--- src/rtl/cv32e40p_rf_ecc_pkg.sv ---
// Shared definitions for the (38,32) Hamming-protected register file:
// codeword geometry, parity positions, syndrome type and scrubber states.
package cv32e40p_rf_ecc_pkg;

  localparam int CW_WIDTH   = 38;
  localparam int DATA_WIDTH = 32;
  localparam int SYN_WIDTH  = 6;

  localparam int PARITY_POS [SYN_WIDTH] = '{1, 2, 4, 8, 16, 32};

  typedef logic [SYN_WIDTH-1:0] syndrome_t;

  typedef enum logic [2:0] {
    S_IDLE,
    S_READ,
    S_CHECK,
    S_WRITE,
    S_NEXT,
    S_WAIT
  } scrub_state_e;

  // Positions are 1-based, matching the Hamming numbering.
  function automatic logic is_parity_pos(input int pos);
    for (int i = 0; i < SYN_WIDTH; i++) begin
      if (PARITY_POS[i] == pos) return 1'b1;
    end
    return 1'b0;
  endfunction

endpackage

--- src/rtl/cv32e40p_register_file_decoder.sv ---
// Combinational (38,32) Hamming decoder: syndrome, single-bit repair and data
// extraction. Shared between the scrubber and the core read ports.
module cv32e40p_register_file_decoder
  import cv32e40p_rf_ecc_pkg::*;
(
  input  logic [CW_WIDTH-1:0]   codeword,
  output syndrome_t             syndrome,
  output logic [CW_WIDTH-1:0]   corr_cw,
  output logic [DATA_WIDTH-1:0] data,
  output logic                  correctable,
  output logic                  uncorrectable
);

  always_comb begin
    syndrome = '0;
    for (int p = 1; p <= CW_WIDTH; p++) begin
      for (int k = 0; k < SYN_WIDTH; k++) begin
        if (p[k]) syndrome[k] = syndrome[k] ^ codeword[p-1];
      end
    end
  end

  assign correctable   = (syndrome != '0) && (syndrome <= syndrome_t'(CW_WIDTH));
  assign uncorrectable = (syndrome > syndrome_t'(CW_WIDTH));

  // Syndrome s names position s, which is codeword bit s-1 (parity bits included).
  always_comb begin
    corr_cw = codeword;
    if (correctable) corr_cw[syndrome - 6'd1] = ~codeword[syndrome - 6'd1];
  end

  always_comb begin
    int j;
    j    = 0;
    data = '0;
    for (int p = 1; p <= CW_WIDTH; p++) begin
      if (!is_parity_pos(p)) begin
        data[j] = corr_cw[p-1];
        j       = j + 1;
      end
    end
  end

endmodule

--- src/rtl/cv32e40p_register_file_scrubber.sv ---
// Background scrubber: sweeps the register file through a spare port, repairs
// single-bit errors by write-back and flags uncorrectable codewords.
//
// state  | meaning
// IDLE   | scrubbing disabled, address parked at 0
// READ   | request codeword at addr (held off while the core owns the port)
// CHECK  | decode returned codeword, classify syndrome
// WRITE  | write corrected codeword back (held off while port busy)
// NEXT   | advance address or close the sweep
// WAIT   | idle interval between sweeps
module cv32e40p_register_file_scrubber
  import cv32e40p_rf_ecc_pkg::*;
#(
  parameter int NUM_REGS       = 32,
  parameter int ADDR_WIDTH     = 5,
  parameter int SCRUB_INTERVAL = 1024,
  parameter int CNT_WIDTH      = 16
) (
  input  logic                  clk,
  input  logic                  rst,
  input  logic                  scrub_en_i,
  input  logic                  rf_busy_i,
  output logic                  rreq_o,
  output logic [ADDR_WIDTH-1:0] raddr_o,
  input  logic [CW_WIDTH-1:0]   rdata_i,
  output logic                  we_o,
  output logic [ADDR_WIDTH-1:0] waddr_o,
  output logic [CW_WIDTH-1:0]   wdata_o,
  input  logic                  core_we_i,
  input  logic [ADDR_WIDTH-1:0] core_waddr_i,
  output logic [CNT_WIDTH-1:0]  corr_cnt_o,
  output logic                  err_uncorr_o,
  output logic [ADDR_WIDTH-1:0] err_addr_o,
  output logic                  sweep_done_o
);

  localparam int WAIT_W = (SCRUB_INTERVAL > 0) ? $clog2(SCRUB_INTERVAL + 1) : 1;
  localparam logic [ADDR_WIDTH-1:0] LAST_ADDR = ADDR_WIDTH'(NUM_REGS - 1);

  scrub_state_e          state;
  logic [ADDR_WIDTH-1:0] addr_q;
  logic [WAIT_W-1:0]     wait_cnt;
  logic [CW_WIDTH-1:0]   corr_cw_q;

  syndrome_t             unused_dec_syn;
  logic [CW_WIDTH-1:0]   dec_cw;
  logic [DATA_WIDTH-1:0] unused_dec_data;
  logic                  dec_corr;
  logic                  dec_uncorr;
  logic                  core_hit;

  cv32e40p_register_file_decoder u_decoder (
    .codeword      (rdata_i),
    .syndrome      (unused_dec_syn),
    .corr_cw       (dec_cw),
    .data          (unused_dec_data),
    .correctable   (dec_corr),
    .uncorrectable (dec_uncorr)
  );

  assign core_hit = core_we_i && (core_waddr_i == addr_q);

  // Port strobes are qualified by same-cycle busy/core-write so the scrubber
  // never collides with the core on the shared port or overwrites fresh data.
  assign rreq_o  = (state == S_READ) && !rf_busy_i;
  assign we_o    = (state == S_WRITE) && !rf_busy_i && !core_hit;
  assign raddr_o = addr_q;
  assign waddr_o = addr_q;
  assign wdata_o = corr_cw_q;

  always_ff @(posedge clk or posedge rst) begin
    if (rst) begin
      state        <= S_IDLE;
      addr_q       <= '0;
      wait_cnt     <= '0;
      corr_cw_q    <= '0;
      corr_cnt_o   <= '0;
      err_uncorr_o <= 1'b0;
      err_addr_o   <= '0;
      sweep_done_o <= 1'b0;
    end else begin
      err_uncorr_o <= 1'b0;
      sweep_done_o <= 1'b0;
      unique case (state)
        S_IDLE: begin
          addr_q <= '0;
          if (scrub_en_i) state <= S_READ;
        end
        S_READ: begin
          if (!scrub_en_i) begin
            addr_q <= '0;
            state  <= S_IDLE;
          end else if (!rf_busy_i) begin
            state <= S_CHECK;
          end
        end
        S_CHECK: begin
          corr_cw_q <= dec_cw;
          if (dec_uncorr) begin
            err_uncorr_o <= 1'b1;
            err_addr_o   <= addr_q;
            state        <= S_NEXT;
          end else if (dec_corr && !core_hit) begin
            state <= S_WRITE;
          end else begin
            state <= S_NEXT;
          end
        end
        S_WRITE: begin
          if (core_hit) begin
            state <= S_NEXT;
          end else if (!rf_busy_i) begin
            if (corr_cnt_o != '1) corr_cnt_o <= corr_cnt_o + 1'b1;
            err_addr_o <= addr_q;
            state      <= S_NEXT;
          end
        end
        S_NEXT: begin
          if (addr_q == LAST_ADDR) begin
            sweep_done_o <= 1'b1;
            addr_q       <= '0;
            wait_cnt     <= WAIT_W'(SCRUB_INTERVAL);
            state        <= scrub_en_i ? S_WAIT : S_IDLE;
          end else if (scrub_en_i) begin
            addr_q <= addr_q + 1'b1;
            state  <= S_READ;
          end else begin
            addr_q <= '0;
            state  <= S_IDLE;
          end
        end
        S_WAIT: begin
          if (!scrub_en_i) begin
            addr_q <= '0;
            state  <= S_IDLE;
          end else if (wait_cnt == '0) begin
            state <= S_READ;
          end else begin
            wait_cnt <= wait_cnt - 1'b1;
          end
        end
        default: state <= S_IDLE;
      endcase
    end
  end

endmodule

--- config.mk ---
export PLATFORM = sky130hd
export DESIGN_NAME = cv32e40p_register_file_scrubber
export DESIGN_NICKNAME = d
export VERILOG_FILES = /design/src/rtl/cv32e40p_rf_ecc_pkg.sv /design/src/rtl/cv32e40p_register_file_decoder.sv /design/src/rtl/cv32e40p_register_file_scrubber.sv
export SDC_FILE = /design/constraint.sdc
export NUM_CORES = 1
export LEC_CHECK = 0
export BUFFER_PORTS_ARGS = -buffer_cell sky130_fd_sc_hd__buf_2
export CORE_MARGIN = 4
export CORE_UTILIZATION = 40
export CTS_CLUSTER_DIAMETER = 100
export DETAILED_ROUTE_END_ITERATION = 6
export PLACE_DENSITY = 0.64
export SKIP_LAST_GASP = 1
export SLEW_MARGIN = 40
export SYNTH_ARGS = -nofsm -noshare
export SYNTH_HDL_FRONTEND = slang
export SYNTH_SLANG_ARGS = --single-unit
--- constraint.sdc ---
create_clock -name clk -period 2.1 [get_ports clk]
set_clock_uncertainty 0.1 [all_clocks]
set_input_delay 0.105 -clock clk [delete_from_list [all_inputs] [get_ports clk]]
set_output_delay 0.105 -clock clk [all_outputs]
set_load 0.05 [all_outputs]
* Word-level counts from Yosys, hierarchy flattened
Cells that the tools add are included.
** Cells by class
- Eq/ne operators :: 19
- Div/mod/pow operators :: 0
- Order comparisons :: 4
- $mul :: 0
- Multiplexer cells :: 35
- Bitwise gates (word level) :: 93
- Shifts and indexed selects :: 0
- Reductions and logical operators :: 21
- $add $sub $neg :: 4
** Operators by type and width (number)
- $xor A1 B1 Y1 :: 90
- $bwmux W38 :: 1
- $mux W38 :: 1
- $mux W11 :: 3
- $mux W3 :: 11
- $mux W5 :: 6
- $pmux W11 S2 :: 1
- $pmux W3 S6 :: 1
- $add A16 B1 Y16 const B :: 1
- $ne A16 B16 Y1 const B :: 1
- $ne A2 B2 Y1 const B :: 8
- $reduce_and A4 Y1 :: 4
- $pmux W5 S3 :: 1
- $logic_not A11 Y1 :: 1
- $sub A11 B1 Y11 const B :: 1
- $pmux W5 S2 :: 1
- $ne A3 B3 Y1 const B :: 3
- $logic_and A1 B1 Y1 :: 7
- $lt A6 B7 Y1 const B :: 1
- $mux W1 :: 7
- $bmux W1 S6 :: 1
- $demux W1 S6 :: 1
- $eq A3 B2 Y1 const B :: 2
- $eq A3 B3 Y1 const B :: 2
- 16 further kinds :: 20
** Storage, ports and cells
- Bits in latches :: 0
- Word-level logic and storage cells :: 184
- Memories :: 0
- RAM bits :: 0
- Bits of input ports :: 48
- Bits in read-only memories :: 0
- Flip-flop bits (word level) :: 80
- Output and inout bits :: 73

* Depth between registers and ports, before layout
- Depth in word-level cells :: 25
- Depth in mapped cells :: 17
- Mapped depth without buffers :: 13

* Hierarchy
A second synthesis with hierarchy kept.
** Second synthesis, totals
- Cell total of the unflattened synthesis :: 559
- Area total of the unflattened synthesis :: 6074.6 µm²
** Modules (own cells, without submodules)
- cv32e40p_register_file_scrubber :: area an instance 3662.3 µm², sequential area each 2001.9 µm², times used 1, cells an instance 306
- cv32e40p_register_file_decoder :: area an instance 2412.3 µm², sequential area each 0.0 µm², times used 1, cells an instance 253

* Worst setup path after synthesis
Ideal clock, no wire load.
- Kind :: input port to flip-flop
- From :: input rdata_i[28]
- To :: register corr_cw_q[13], in the netlist wdata_o[13]
- Buffers on the path :: 4
- Path slack :: -2.227 ns
- Required time :: 1.874 ns
- Library setup time :: 0.126 ns
- Cell stages on the path :: 15
- Data arrival time :: 4.101 ns
- Cells stage by stage :: buf_2 xnor3_1 xnor2_1 xnor3_1 xnor2_2 inv_1 buf_2 ha_1 xnor2_1 xor2_1 clkbuf_1 buf_1 nand4_1 o311a_1 a221o_1
** On the way
- Longest elaborated chain between the ends :: 13
- Elaborated cells on any way between the ends :: 31
- Classes of those cells :: 1 x add/sub; 3 x order compare; 6 x mux; 18 x bitwise; 3 x reduce/logical
** RTL lines
- start, declared :: RTL line cv32e40p_register_file_scrubber.sv:25 : input logic [CW_WIDTH-1:0] rdata_i,
- $xor A1 B1 Y1 (6 in series) :: RTL line cv32e40p_register_file_decoder.sv:18 : if (p[k]) syndrome[k] = syndrome[k] ^ codeword[p-1];
- $sub A6 B1 Y6 :: RTL line cv32e40p_register_file_decoder.sv:29 : if (correctable) corr_cw[syndrome - 6'd1] = ~codeword[syndrome - 6'd1];
- $lt A6 B7 Y1 (not written as such) / $ge A6 B1 Y1 (equally long branches) :: RTL line cv32e40p_register_file_decoder.sv:29
- $logic_and A1 B1 Y1 (not written as such) :: RTL line cv32e40p_register_file_decoder.sv:29
- $mux W1 (not written as such) :: RTL line cv32e40p_register_file_decoder.sv:29
- $demux W1 S6
- $bwmux W38 :: RTL line cv32e40p_register_file_decoder.sv:29
- $mux W38 (*) :: RTL line cv32e40p_register_file_decoder.sv:29
- end signal, assigned :: RTL line cv32e40p_register_file_scrubber.sv:98 : corr_cw_q <= dec_cw;
- end, declared :: RTL line cv32e40p_register_file_scrubber.sv:43 : logic [CW_WIDTH-1:0] corr_cw_q;
Mark *: on every way between the ends. The rest lies on a longest branch, timed or not. The select of a mux whose other input is x is not followed.
A chain may end at the register's enable or synchronous reset.

* Final worst setup path
- From :: input rdata_i[16]
- To :: register corr_cw_q[25], in the netlist wdata_o[25]
** On the way
- Longest elaborated chain between the ends :: 22
- Elaborated cells on any way between the ends :: 40
- Classes of those cells :: 1 x add/sub; 3 x order compare; 6 x mux; 27 x bitwise; 3 x reduce/logical
** RTL lines (RTL line)
- $xor A1 B1 Y1 (15 in series) :: cv32e40p_register_file_decoder.sv:18
- $sub A6 B1 Y6 :: cv32e40p_register_file_decoder.sv:29
- $lt A6 B7 Y1 (not written as such) / $ge A6 B1 Y1 (equally long branches) :: cv32e40p_register_file_decoder.sv:29
- $logic_and A1 B1 Y1 (not written as such) :: cv32e40p_register_file_decoder.sv:29
- $mux W1 (not written as such) :: cv32e40p_register_file_decoder.sv:29
- $demux W1 S6
- $bwmux W38 :: cv32e40p_register_file_decoder.sv:29
- $mux W38 (*) :: cv32e40p_register_file_decoder.sv:29
Marked as above.

==> metrics.md <==
| Metric | Value |
|---|---|
| Outcome | finished with violations |
| Failing checks | negative setup slack |
| Final Total Pwr | 17.0 mW |
| Most frequent cells in the layout | buf_4, buf_2, dfrtp_1 |
| Total track usage | 25.3% |
| First DRT Iteration DRCs | 413 |
| Antenna Nets Post-Route | 0 |
| Worst-Margin Slew | 0.669 ns |
| CTS H-Tree Depth | 3 |
| Critical-path cell list | buf_2 -> xnor2_2 -> xnor2_1 -> xnor3_2 -> xnor2_4 -> inv_4 -> ha_4 -> xnor2_4 -> xnor2_2 -> nand4_1 -> buf_4 -> o311ai_0 -> o311ai_2 |
| Setup_tns | -46.53 ns |
| First-pass detailed-route iteration total | 5 |
| Hold Vio Cnt, Final | 0 |
| Non-Filler Instances | a little over 1000 |
| Crit path DAT | 3.40 ns |
| Flops & latches, synth | 80 |
| CP Launch Point | rdata_i[16] |
| Net Sw Frac | 50.1% |
| Synthesized area | 5420 µm² |
| Initial antenna violation count | 0 |
| Required time worst endpoint | approximately 2.2 ns |
| DR DRC count | 0 |
| Yosys warnings | 0 |
| Chip height | 124 µm |
| Clock buffer depth | 2 |
| LEAKAGE | 4.19 nW |
| Max Transition Viols Final | 0 |
| CTS clock-pin slew for the worst setup and hold paths | 0.07 ns |
| Part of the power in registers | 13.3% |
| Nets | 913 |
| Sw power | ~8.5 mW |
| CTS root buf | clkbuf_16 |
| Min-delay src | rf_busy_i |
| Pwr per Cell Area | 1890 nW/µm² |
| Largest net degree at the start of global routing | 48 |
| Post-detail-place hpwl | around 15000 µm |
| Area growth syn-to-layout | 66.0% |
| Rel. slew slack | 55.1% |
| Initial Utilization | 41.0% |
| Post-Route WL | roughly 21000 µm |
| Fill count | 1018 |
| Met2 Usage GRT | between 40% and 50% |
| Share of cells above drive strength 1 | 54.5% |
| Ant diodes | 0 |
| Die width | 124 µm |
| Syn nets | 615 |
| GRT busiest layer | met2 |
| Vias in the first global route | 5932 |
| Die area | 15500 µm² |
| Setup violators final | 62 |
| Ports | 121 |
| Placed Area | between 7000 and 8000 µm² |
| CP max stage cell | xnor3_2 |
| CP Launch Type | input port |
| Worst path buffer plus inverter count | 3 |
| Primary FF master, synth | dfrtp_1 |
| Top delay family on crit path | XOR/XNOR gates |
| Power Internal | 8.49 mW |
| Post-synth cell types | 61 |
| Commonest non-fill, non-tap cell in the layout | buf_4 |
| Final worst slack | -1.20 ns |
| Syn Area/Cell | 9.69 µm² |
| Multi-input gate area | 4100 µm² |
| Crit path capture type | flop |
| Cells after synthesis | 560 |
| Crit-path max FO | 6 |
| Number of flops mapped to enable cells by yosys | 0 |
| Clk_lat worst skew | 0.34 ns |
| Final period util | 157% |
| Detailed-route via count | between 5000 and 6000 |
| Final instance area | 9010 µm² |
| Global Route met3 Usage | 5.02% |
| Worst r2r src | wait_cnt[5] |
| Clock share of power | 8.8% |
| TritonCTS Buffers | 9 |
| Crit path largest cell delay | between 0.5 and 0.6 ns |
| Async S/R FF share, synth | 100% |
| Total gr overflow | 0 |
| Gate power share | between 70% and 80% |
| Core Box Area | about 13000 µm² |
| Max cap viols | 0 |
| RD Place Congestion | 0.999 |
| Vias/cell | between 5 and 6 |
| Placed Cells incl. Taps | 989 |
| Highest Clock Rate | a little over 300 MHz |
| RSZ-0062 raised after global routing | yes |
| First-pass GRT wire length | 31900 µm |
| FF/Latch Area | roughly 2000 µm² |
| Crit path time final | 3.30 ns |
| M1 GR Usage | 33.6% |
| WL/cell | about 20 µm |
| Num rows | 42 |
| Buffers on Ports | 120 |
| Sequential area share after synthesis | 36.9% |
| Critical path type | input port to flop |
| CTS sink count | 80 |
| Worst vdd ir | 1.01 mV |
| HP Class | input port to flop |
| CTS tree | yes |
[repair_timing]
item,CTS,global route
hold buffers,2,1
resized for setup,59,107
pin swaps,40,62
buffers inserted,16,21
setup endpoints to repair,63,75
gates cloned,0,1
hold endpoints to repair,17,1
[cells by family (layout without fill, tap and decap cells)]
logic type,after synthesis,count (layout),synth area share (%)
multiplexers,14,14,3.62
adder cells (fa/ha/maj),7,7,1.61
buffers and inverters,42,345,3.51
AND/OR/NAND/NOR,197,197,18.3
AO/OA/AOI/OAI,128,128,17.8
flip-flops,80,80,36.9
XOR/XNOR,92,92,18.2
[metrics by stage]
step / utilization [%] / worst slack (ns) / hold WS, ns
2_1_floorplan: - / -1.33 / 0.149
3_3_place_gp: 57.4 / -1.51 / 0.0299
3_5_place_dp: 57.4 / -1.51 / 0.0370
4_1_cts: 62.6 / -0.996 / 0.00859
5_1_grt: 68.0 / -1.25 / 0.0242
6_report: 68.0 / -1.20 / 0.0127
[power groups by stage]
stage / Clock (mW) / Sequential, mW / Combinational [mW]
3_3_place_gp: 0 / 2.26 / 10.1
4_1_cts: 1.51 / 2.25 / 11.2
3_5_place_dp: 0 / 2.27 / 10.2
2_1_floorplan: 0 / 3.59 / 4.90
6_report: 1.50 / 2.27 / 13.3
5_1_grt: 1.58 / 2.31 / 13.9
[cell usage after synthesis, types with 3 or more instances]
| cell | instances | area, µm² |
|---|---|---|
| o311a_1 | 8 | 80.1 |
| mux2_2 | 5 | 56.3 |
| buf_2 | 5 | 25.0 |
| nand3_1 | 17 | 85.1 |
| nor2_1 | 50 | 188 |
| o22ai_1 | 4 | 25.0 |
| nand2b_1 | 10 | 62.6 |
| o311ai_0 | 16 | 140 |
| inv_1 | 10 | 37.5 |
| xnor3_1 | 11 | 248 |
| a221o_1 | 8 | 80.1 |
| o21ai_0 | 14 | 70.1 |
| nand2_1 | 50 | 188 |
| o31ai_1 | 4 | 30.0 |
| ha_1 | 7 | 87.6 |
| nor2b_1 | 4 | 25.0 |
| a311oi_1 | 11 | 96.3 |
| dfrtp_1 | 80 | 2000 |
| xnor2_1 | 53 | 464 |
| a22o_1 | 3 | 26.3 |
| xor2_1 | 25 | 219 |
| a21oi_1 | 15 | 75.1 |
| buf_4 | 5 | 37.5 |
| nand4_1 | 11 | 68.8 |
| nand3b_1 | 4 | 30.0 |
| and3_1 | 4 | 25.0 |
| nor3_1 | 16 | 80.1 |
| a31oi_1 | 9 | 56.3 |
| mux2i_1 | 5 | 50.1 |
| mux4_2 | 4 | 90.1 |
| clkbuf_1 | 20 | 75.1 |
| a211oi_1 | 23 | 173 |
| nor4_1 | 14 | 87.6 |
[worst min-delay path: cells and delay by family]
family	cells	cell delay (ns)
buf+inv	2	0.22
compound gates	1	0.08
[sequential cells by signal, summed over array words and instances, names as in the netlist]
| name | cells |
|---|---|
| raddr_o | 5 |
| err_addr_o | 5 |
| wdata_o | 38 |
| wait_cnt | 11 |
| state | 3 |
| sweep_done_o | 1 |
| corr_cnt_o | 16 |
| err_uncorr_o | 1 |
[final timing paths]
| kind | slack, ns | end | cells after the start |
|---|---|---|---|
| hold / removal | 0.01 | state[1] | 3 |
| min in group asynchronous | 0.22 | corr_cnt_o[13] | 3 |
| setup / recovery | -1.20 | wdata_o[25] | 13 |
| setup reg to reg | -0.29 | state[2] | 9 |
| hold reg to reg | 0.39 | corr_cnt_o[10] | 1 |
| max in group asynchronous | 1.09 | raddr_o[4] | 4 |
[cell type report]
class / instances / area share, %
Clock inverter: 7 / 0.611
Timing Repair Buffer: 319 / 26.0
Sequential cell: 80 / 22.4
Inverter: 10 / 0.486
Tap cell: 176 / 2.45
Clock buffer: 9 / 2.50
Multi-Input combinational cell: 438 / 45.6
[per-layer routing]
metal | routed length, µm | up-vias
li1 | - | 2696
met1 | 8670 | 2956
met2 | 10500 | 282
met3 | 1300 | 65
met5 | 0 | -
met4 | 724 | 0
(Power assumes the default switching activity.)
